## src/rtl/noc_output_arbiter_if.sv

```systemverilog
// noc_output_arbiter_if
// Bundles the requester side (req / req_data / gnt) and the downstream
// send/ready link (so / do_data / ro) of one router output channel.
//   req      N     requester i holds a valid packet
//   req_data N*DW  flattened packets, requester i at [i*DW +: DW]
//   gnt      N     one-hot pop strobe back to the requesters
//   so       1     output buffer holds a valid packet
//   do_data  DW    output packet
//   ro       1     downstream ready
// master: the arbiter itself.  slave: the surrounding router/environment.
interface noc_output_arbiter_if #(
    parameter int DW = 64,
    parameter int N  = 4
);
    logic [N-1:0]    req;
    logic [N*DW-1:0] req_data;
    logic [N-1:0]    gnt;
    logic            so;
    logic [DW-1:0]   do_data;
    logic            ro;

    modport master (
        input  req, req_data, ro,
        output gnt, so, do_data
    );

    modport slave (
        output req, req_data, ro,
        input  gnt, so, do_data
    );
endinterface

```

## src/rtl/noc_output_arbiter.sv

```systemverilog
// noc_output_arbiter
// Round-robin arbiter plus single-entry output buffer for one router output
// channel.  Only requests whose packet VC bit (bit DW-1) matches the current
// network polarity are eligible.  The winner is popped (gnt) and its packet
// captured into the output buffer, which is drained over the so/ro link.
// Ports:
//   clk       system clock
//   reset     asynchronous, active-high; clears buffer and pointer
//   polarity  current network phase
//   bus       noc_output_arbiter_if.master (req/req_data/gnt, so/do_data/ro)
module noc_output_arbiter #(
    parameter int DW = 64,
    parameter int N  = 4
) (
    input  logic                  clk,
    input  logic                  reset,
    input  logic                  polarity,
    noc_output_arbiter_if.master  bus
);
    localparam int PW = (N > 1) ? $clog2(N) : 1;

    typedef enum logic {EMPTY, FULL} state_t;

    state_t          state_reg;
    logic [PW-1:0]   ptr_reg;
    logic [DW-1:0]   do_reg;

    logic [N-1:0]    elig;
    logic            any_elig;
    logic [PW-1:0]   winner;
    logic [PW-1:0]   ptr_next;
    logic            accept;
    logic            capture;

    // A request counts only when its packet travels on the current VC.
    generate
        for (genvar gi = 0; gi < N; gi++) begin : g_elig
            assign elig[gi] = bus.req[gi] &&
                              (bus.req_data[gi*DW + DW - 1] == polarity);
        end
    endgenerate

    // Scan ptr, ptr+1, ... wrapping; first eligible index wins.
    always_comb begin
        int          idx;
        logic [PW-1:0] cand;
        any_elig = 1'b0;
        winner   = '0;
        idx      = 0;
        cand     = '0;
        for (int k = 0; k < N; k++) begin
            idx = int'(ptr_reg) + k;
            if (idx >= N) begin
                idx = idx - N;
            end
            cand = PW'(idx);
            if (!any_elig && elig[cand]) begin
                any_elig = 1'b1;
                winner   = cand;
            end
        end
    end

    assign ptr_next = (winner == PW'(N - 1)) ? '0 : winner + 1'b1;

    // The buffer can take a packet if it is empty or drains on this edge.
    assign accept  = (state_reg == EMPTY) || bus.ro;
    assign capture = accept && any_elig && !reset;

    generate
        for (genvar gi = 0; gi < N; gi++) begin : g_gnt
            assign bus.gnt[gi] = capture && (winner == PW'(gi));
        end
    endgenerate

    always_ff @(posedge clk or posedge reset) begin
        if (reset) begin
            state_reg <= EMPTY;
            ptr_reg   <= '0;
            do_reg    <= '0;
        end else begin
            case (state_reg)
                EMPTY: begin
                    if (capture) begin
                        state_reg <= FULL;
                        do_reg    <= bus.req_data[winner*DW +: DW];
                        ptr_reg   <= ptr_next;
                    end
                end
                FULL: begin
                    // capture implies ro here: old packet leaves, new one loads.
                    if (capture) begin
                        do_reg  <= bus.req_data[winner*DW +: DW];
                        ptr_reg <= ptr_next;
                    end else if (bus.ro) begin
                        state_reg <= EMPTY;
                    end
                end
                default: state_reg <= EMPTY;
            endcase
        end
    end

    assign bus.so      = (state_reg == FULL);
    assign bus.do_data = do_reg;
endmodule

```

## src/flat_wrapper.sv

```systemverilog
// flat-port wrapper written by rule: the top's interface ports become plain ports
module noc_output_arbiter_flat 
#(
    parameter int DW = 64,
    parameter int N  = 4
)
  (clk, reset, polarity, bus_req, bus_req_data, bus_ro, bus_gnt, bus_so, bus_do_data);
  noc_output_arbiter_if #(.DW(DW), .N(N)) bus_i ();
  input  logic clk;
  input  logic reset;
  input  logic polarity;
  input wire logic [$bits(bus_i.req)-1:0] bus_req;
  input wire logic [$bits(bus_i.req_data)-1:0] bus_req_data;
  input wire logic [$bits(bus_i.ro)-1:0] bus_ro;
  output wire logic [$bits(bus_i.gnt)-1:0] bus_gnt;
  output wire logic [$bits(bus_i.so)-1:0] bus_so;
  output wire logic [$bits(bus_i.do_data)-1:0] bus_do_data;
  assign bus_i.req = bus_req;
  assign bus_i.req_data = bus_req_data;
  assign bus_i.ro = bus_ro;
  assign bus_gnt = bus_i.gnt;
  assign bus_so = bus_i.so;
  assign bus_do_data = bus_i.do_data;
  noc_output_arbiter #(.DW(DW), .N(N)) u_core (.clk(clk), .reset(reset), .polarity(polarity), .bus(bus_i));
endmodule
```

## config.mk

```make
export PLATFORM = sky130hd
export DESIGN_NAME = noc_output_arbiter_flat
export DESIGN_NICKNAME = d
export VERILOG_FILES = /design/src/rtl/noc_output_arbiter_if.sv /design/src/rtl/noc_output_arbiter.sv /design/src/flat_wrapper.sv
export SDC_FILE = /design/constraint.sdc
export NUM_CORES = 1
export LEC_CHECK = 0
export ABC_AREA = 1
export BUFFER_PORTS_ARGS = -buffer_cell sky130_fd_sc_hd__buf_2
export CAP_MARGIN = 15
export CORE_AREA = 2 2 129 131
export DETAILED_ROUTE_END_ITERATION = 7
export DIE_AREA = 0 0 131 133
export PLACE_DENSITY = 0.76
export SLEW_MARGIN = 25
export SYNTH_ARGS = -nofsm -noshare
export SYNTH_HDL_FRONTEND = slang
export SYNTH_SLANG_ARGS = --single-unit
```

## constraint.sdc

```tcl
create_clock -name clk -period 3.1 [get_ports clk]
set_clock_uncertainty 0.2 [all_clocks]
set_input_delay 0.465 -clock clk [delete_from_list [all_inputs] [get_ports clk]]
set_output_delay 0.465 -clock clk [all_outputs]
set_load 0.01 [all_outputs]
```

**After elaboration in Yosys (flattened, before gate mapping)**

Index checks and enable logic that the tools add are counted.

- Logic and storage cells: 74
- Register bits after elaboration: 67
- Bits in latches: 0
- Memory bits (writable): 0
- Output and inout port bits: 69
- Input bits: 264
- Bits in read-only memories: 0
- Memories: 0

- $lt $le $gt $ge: 8
- Equality and inequality tests: 7
- Multiply operators: 0
- Reductions and logical operators: 19
- Mux-type cells: 27
- Bitwise operators: 1
- Div/mod/pow operators: 0
- Shift operators: 1
- $add $sub $neg: 8

Operator list:

| operator | count |
|---|---|
| 256-bit by 9-bit variable part select with 64-bit output | 1 |
| 64-bit 2-to-1 mux | 1 |
| 2-bit 2-to-1 mux | 10 |
| 1-bit logical AND | 13 |
| 2-bit by 3-bit less-than comparator with 1-bit output, second input constant | 4 |
| 1-bit 2-to-1 mux | 11 |
| 3-bit >= comparator, second input constant | 3 |
| 1-bit binary-select mux with 2-bit select | 4 |
| 2-bit by 1-bit subtractor with 2-bit output, second input constant | 4 |
| 2-bit by 2-bit adder with 3-bit output, second input constant | 2 |
| 1-bit == test | 4 |
| 2-bit == test, second input constant | 2 |
| 1-bit logical NOT | 4 |
| 2-bit by 1-bit adder with 3-bit output, second input constant | 1 |
| 2-bit by 3-bit >= comparator with 1-bit output, second input constant | 1 |
| 2-bit by 1-bit adder with 2-bit output, second input constant | 1 |
| 2-bit by 1-bit == test with 1-bit output, second input constant | 1 |
| 2-bit logical NOT | 1 |
| 1-bit case mux with 2 select lines | 1 |
| 1-bit logical OR | 1 |
| 1-bit NOT | 1 |

**Longest topological paths before layout**

- Depth after elaboration: 18
- Depth in mapped cells: 16
- Mapped depth without buffers: 14

**Worst setup path before layout**

OpenSTA, ideal clock, no wires.

- Path type: in2out
- Start: in reset
- End: out bus_gnt[0]
- Slack: -363 ps
- Data arrival time: 2798 ps
- Stages on the path: 4
- Required time: 2435 ps
- Buffers on the path: 1
- Path through: inv_1 o211ai_2 buf_2 nor2_1

- Word-level cells in the longest chain between the ends: 3

Ends and longest elaborated chain:

| item | RTL line | RTL |
|---|---|---|
| from (decl) | flat_wrapper.sv:10 | `input logic reset;` |
| 1-bit logical NOT | noc_output_arbiter.sv:68 | `assign capture = accept && any_elig && !reset;` |
| 1-bit logical AND | noc_output_arbiter.sv:68 |  |
| 1-bit logical AND | noc_output_arbiter.sv:72 | `assign bus.gnt[gi] = capture && (winner == PW'(gi));` |
| to (decl) | flat_wrapper.sv:15 | `output wire logic [$bits(bus_i.gnt)-1:0] bus_gnt;` |

Every way passes these cells.

**Worst setup path after layout**

- Start: reg u_core.ptr_reg[0]
- End: out bus_gnt[3]

- Word-level cells in the longest chain between the ends: 17

Ends and longest elaborated chain:

| item | RTL line | RTL |
|---|---|---|
| from (decl) | noc_output_arbiter.sv:25 | `logic [PW-1:0] ptr_reg;` |
| from (signal assigned) | noc_output_arbiter.sv:87 | `ptr_reg <= ptr_next;` |
| from (signal assigned) | noc_output_arbiter.sv:94 | `ptr_reg <= ptr_next;` |
| branches (longest 16 deep; another with 2-bit by 1-bit adder with 3-bit output) | n/a |  |
| 1-bit logical AND * | noc_output_arbiter.sv:72 |  |

Mark *: on every way between the ends. The select of a mux whose other input is x is not followed.

==> results.yml <==
synthesis:
  syn-cell-area_um2: 5310
  synth-seq-cells: 67
  synthesis.instances: 815
  syn_nets: 1083
  ys_seq_area_share_pct: 31.6
  synth_cell_type_count: 17
  synth.avg_cell_area_um2: 6.51
  ys_warn_count: 0
sta:
  drv_slew: 0
  finalSetupViolations: 0
  finalSetupTns_ns: 0
  slew_headroom_pct: 40.2
  fmax_ghz: 0.339
  min_period_ns: 2.95
  period_share_pct: 95.2
  tightest_slew_ns: 0.898
  hold_viol: 0
  rsz0062_at_grt: "no"
critical_path:
  r2r-start: "u_core.ptr_reg[0]"
  slowest_stage: "dfrtp_2"
  crit_type: "reg2out"
  slowest_delay_ns: 0.49
  path_max_fanout: 10
  r2r-end: "u_core.bus.do_data[16]"
  cp-end-kind: "primary output"
  cp_num_buf_inv: 4
  r2r_slack_ns: 0.42
  start_kind: "flop"
  crit_required_ns: 2.43
  path_delay_family: "simple AND/OR/NAND/NOR gates"
  path_cells: "xnor2_2 > inv_2 > nand3_1 > nand2_2 > nand2_4 > nand2_1 > nand2_4 > nand3_4 > inv_2 > ha_1 > inv_1 > nor2_1 > buf_2"
  reg2reg_depth: 13
  arrival_ns: 2.29
final_layout:
  design_area_um2: 7380
  layout_common_cells: "332 x buf_2, 280 x nand2_1, 206 x nand3_1, 136 x nand4_1, 65 x dfrtp_1"
  largest_reg_flops: 64
  layout.cells.non_filler: 1320
  final_common_cell: "buf_2"
  syn2layout_area_growth_pct: 39.0
  fill_cells: 1699
  fin_nets: 1362
  drive_above_1_share_pct: 35.2
place:
  post-dp-hpwl_um: 14600
  gp_congestion: 0.899
  portBuffers: 332
  dp.cells: 1298
  placed_cell_area_um2: 7020
cts:
  clk_pin_slew_ns: 0.06
  clkLatencyLatePin_ns: 0.33
  cts_root_buf: "clkbuf_16"
  cts_max_path_buffers: 2
  cts.sinks: 67
  cts_made_buffers: 9
  tritoncts: "built"
  htree_levels: 3
route:
  drc: 0
  first_pass_iters: 5
  drt-initial-drc-count: 612
  drt-total-wl_um: 21300
  postRouteAntennaNets: 0
  wl_per_cell_um: 16.1
  num_vias: 7175
  viasPerCell: 5.44
min_path:
  hold_end: "u_core.bus.so"
  holdPathStages: 2
  holdCritStartpoint: "bus_ro"
  min_path_type: "in2reg"
global_route:
  grt_overflow: 0
  grt.total_usage_pct: 23.4
  grt_max_degree: 129
  grt_pass1_vias: 6524
  grt_pass1_wl_um: 32200
  antenna_found_initial: 2
die:
  core_um2: 16200
  rows: 47
  die_height_um: 133
  die_x_um: 131
  ios: 333
  start_util_pct: 32.8
  dieArea_um2: 17400
job:
  drv_cap: 0
pwr:
  p_leak_uw: 0.00405
  ir_drop_mv: 1.49
  powerDensity_nw_per_um2: 1510
run_status:
  outcome: "completed"
[worst reg2reg max path, delay by kind of cell, from the launching register on]
kind	cells	cell delay, ns
flip-flops	1	0.49
AND/OR/NAND/NOR	9	1.09
XOR/XNOR	1	0.21
buffers and inverters	3	0.57
[power by group]
| part | switching [uW] | internal, uW |
|---|---|---|
| sequential | 255 | 1350 |
| combinational | 5680 | 2850 |
| clock | 383 | 640 |
[kinds of logic (layout without fill, tap and decap cells)]
family | count (synthesis) | count (layout) | synth area share, %
xor+xnor | 1 | 1 | 0.307
buf+inv | 104 | 388 | 9.88
fa+ha+maj | 4 | 4 | 0.943
other cells | 0 | 1 | 0
compound gates | 4 | 4 | 0.519
simple gates | 635 | 635 | 56.7
flops | 67 | 67 | 31.6
[routing by layer]
layer	global-route usage, %	vias up	routed length (um)
met5	0	-	13
met4	9.57	2	654
met3	5.58	58	2160
met2	39.1	420	10100
met1	28.7	3292	8340
li1	-	3403	-
[how the worst max path moves through the flow]
stage,startpoint,endpoint,slack (ns),cells past startpoint
finish,u_core.ptr_reg[0],bus_gnt[3],0.15,13
global route,u_core.ptr_reg[0],bus_gnt[3],0.02,13
CTS,u_core.ptr_reg[0],bus_gnt[3],0.02,13
detailed placement,polarity,u_core.bus.do_data[60],0.24,15
global placement,polarity,u_core.bus.do_data[60],0.32,15
floorplan,reset,bus_gnt[0],0.28,4
[repair_timing]
item	4_1_cts	5_1_grt
pin swaps	0	1
hold buffers	0	0
endpoints found under the setup margin	4	4
buffers inserted	0	5
gates resized for setup	1	7
[stage by stage]
step           hold slack (ns)  utilization, %  power, uW  setup WS [ns]
2_1_floorplan            0.316               -       7850          0.283
3_3_place_gp             0.256            43.4       9800          0.318
3_5_place_dp             0.260            43.4       9910          0.241
4_1_cts                  0.142            45.2      11000         0.0194
5_1_grt                  0.171            45.6      12200         0.0201
6_report                 0.158            45.6      11200          0.150
[Yosys cell counts, drive strengths merged]
master / count / share of area [%]
xnor2: 1 / 0.31
nand2: 285 / 20
o211ai: 1 / 0.24
dfrtp: 67 / 32
ha: 4 / 0.94
inv: 19 / 1.3
clkbuf: 8 / 0.57
nand3: 208 / 20
nand4: 137 / 16
o21ai: 3 / 0.28
buf: 77 / 8.0
nor2: 5 / 0.35
[final cells by class]
| class | instances | area, um^2 | share of cell area [%] |
|---|---|---|---|
| multi-input combinational | 644 | 3160 | 42.8 |
| timing repair buffer | 353 | 1890 | 25.6 |
| sequential | 67 | 1680 | 22.8 |
| tap | 220 | 275 | 3.73 |
| clock buffer | 11 | 243 | 3.29 |
| inverter | 19 | 77.6 | 1.05 |
| clock inverter | 5 | 52.6 | 0.712 |
| antenna | 1 | 2.50 | 0.0339 |
No activity file was read; power rests on OpenSTA's default activity.
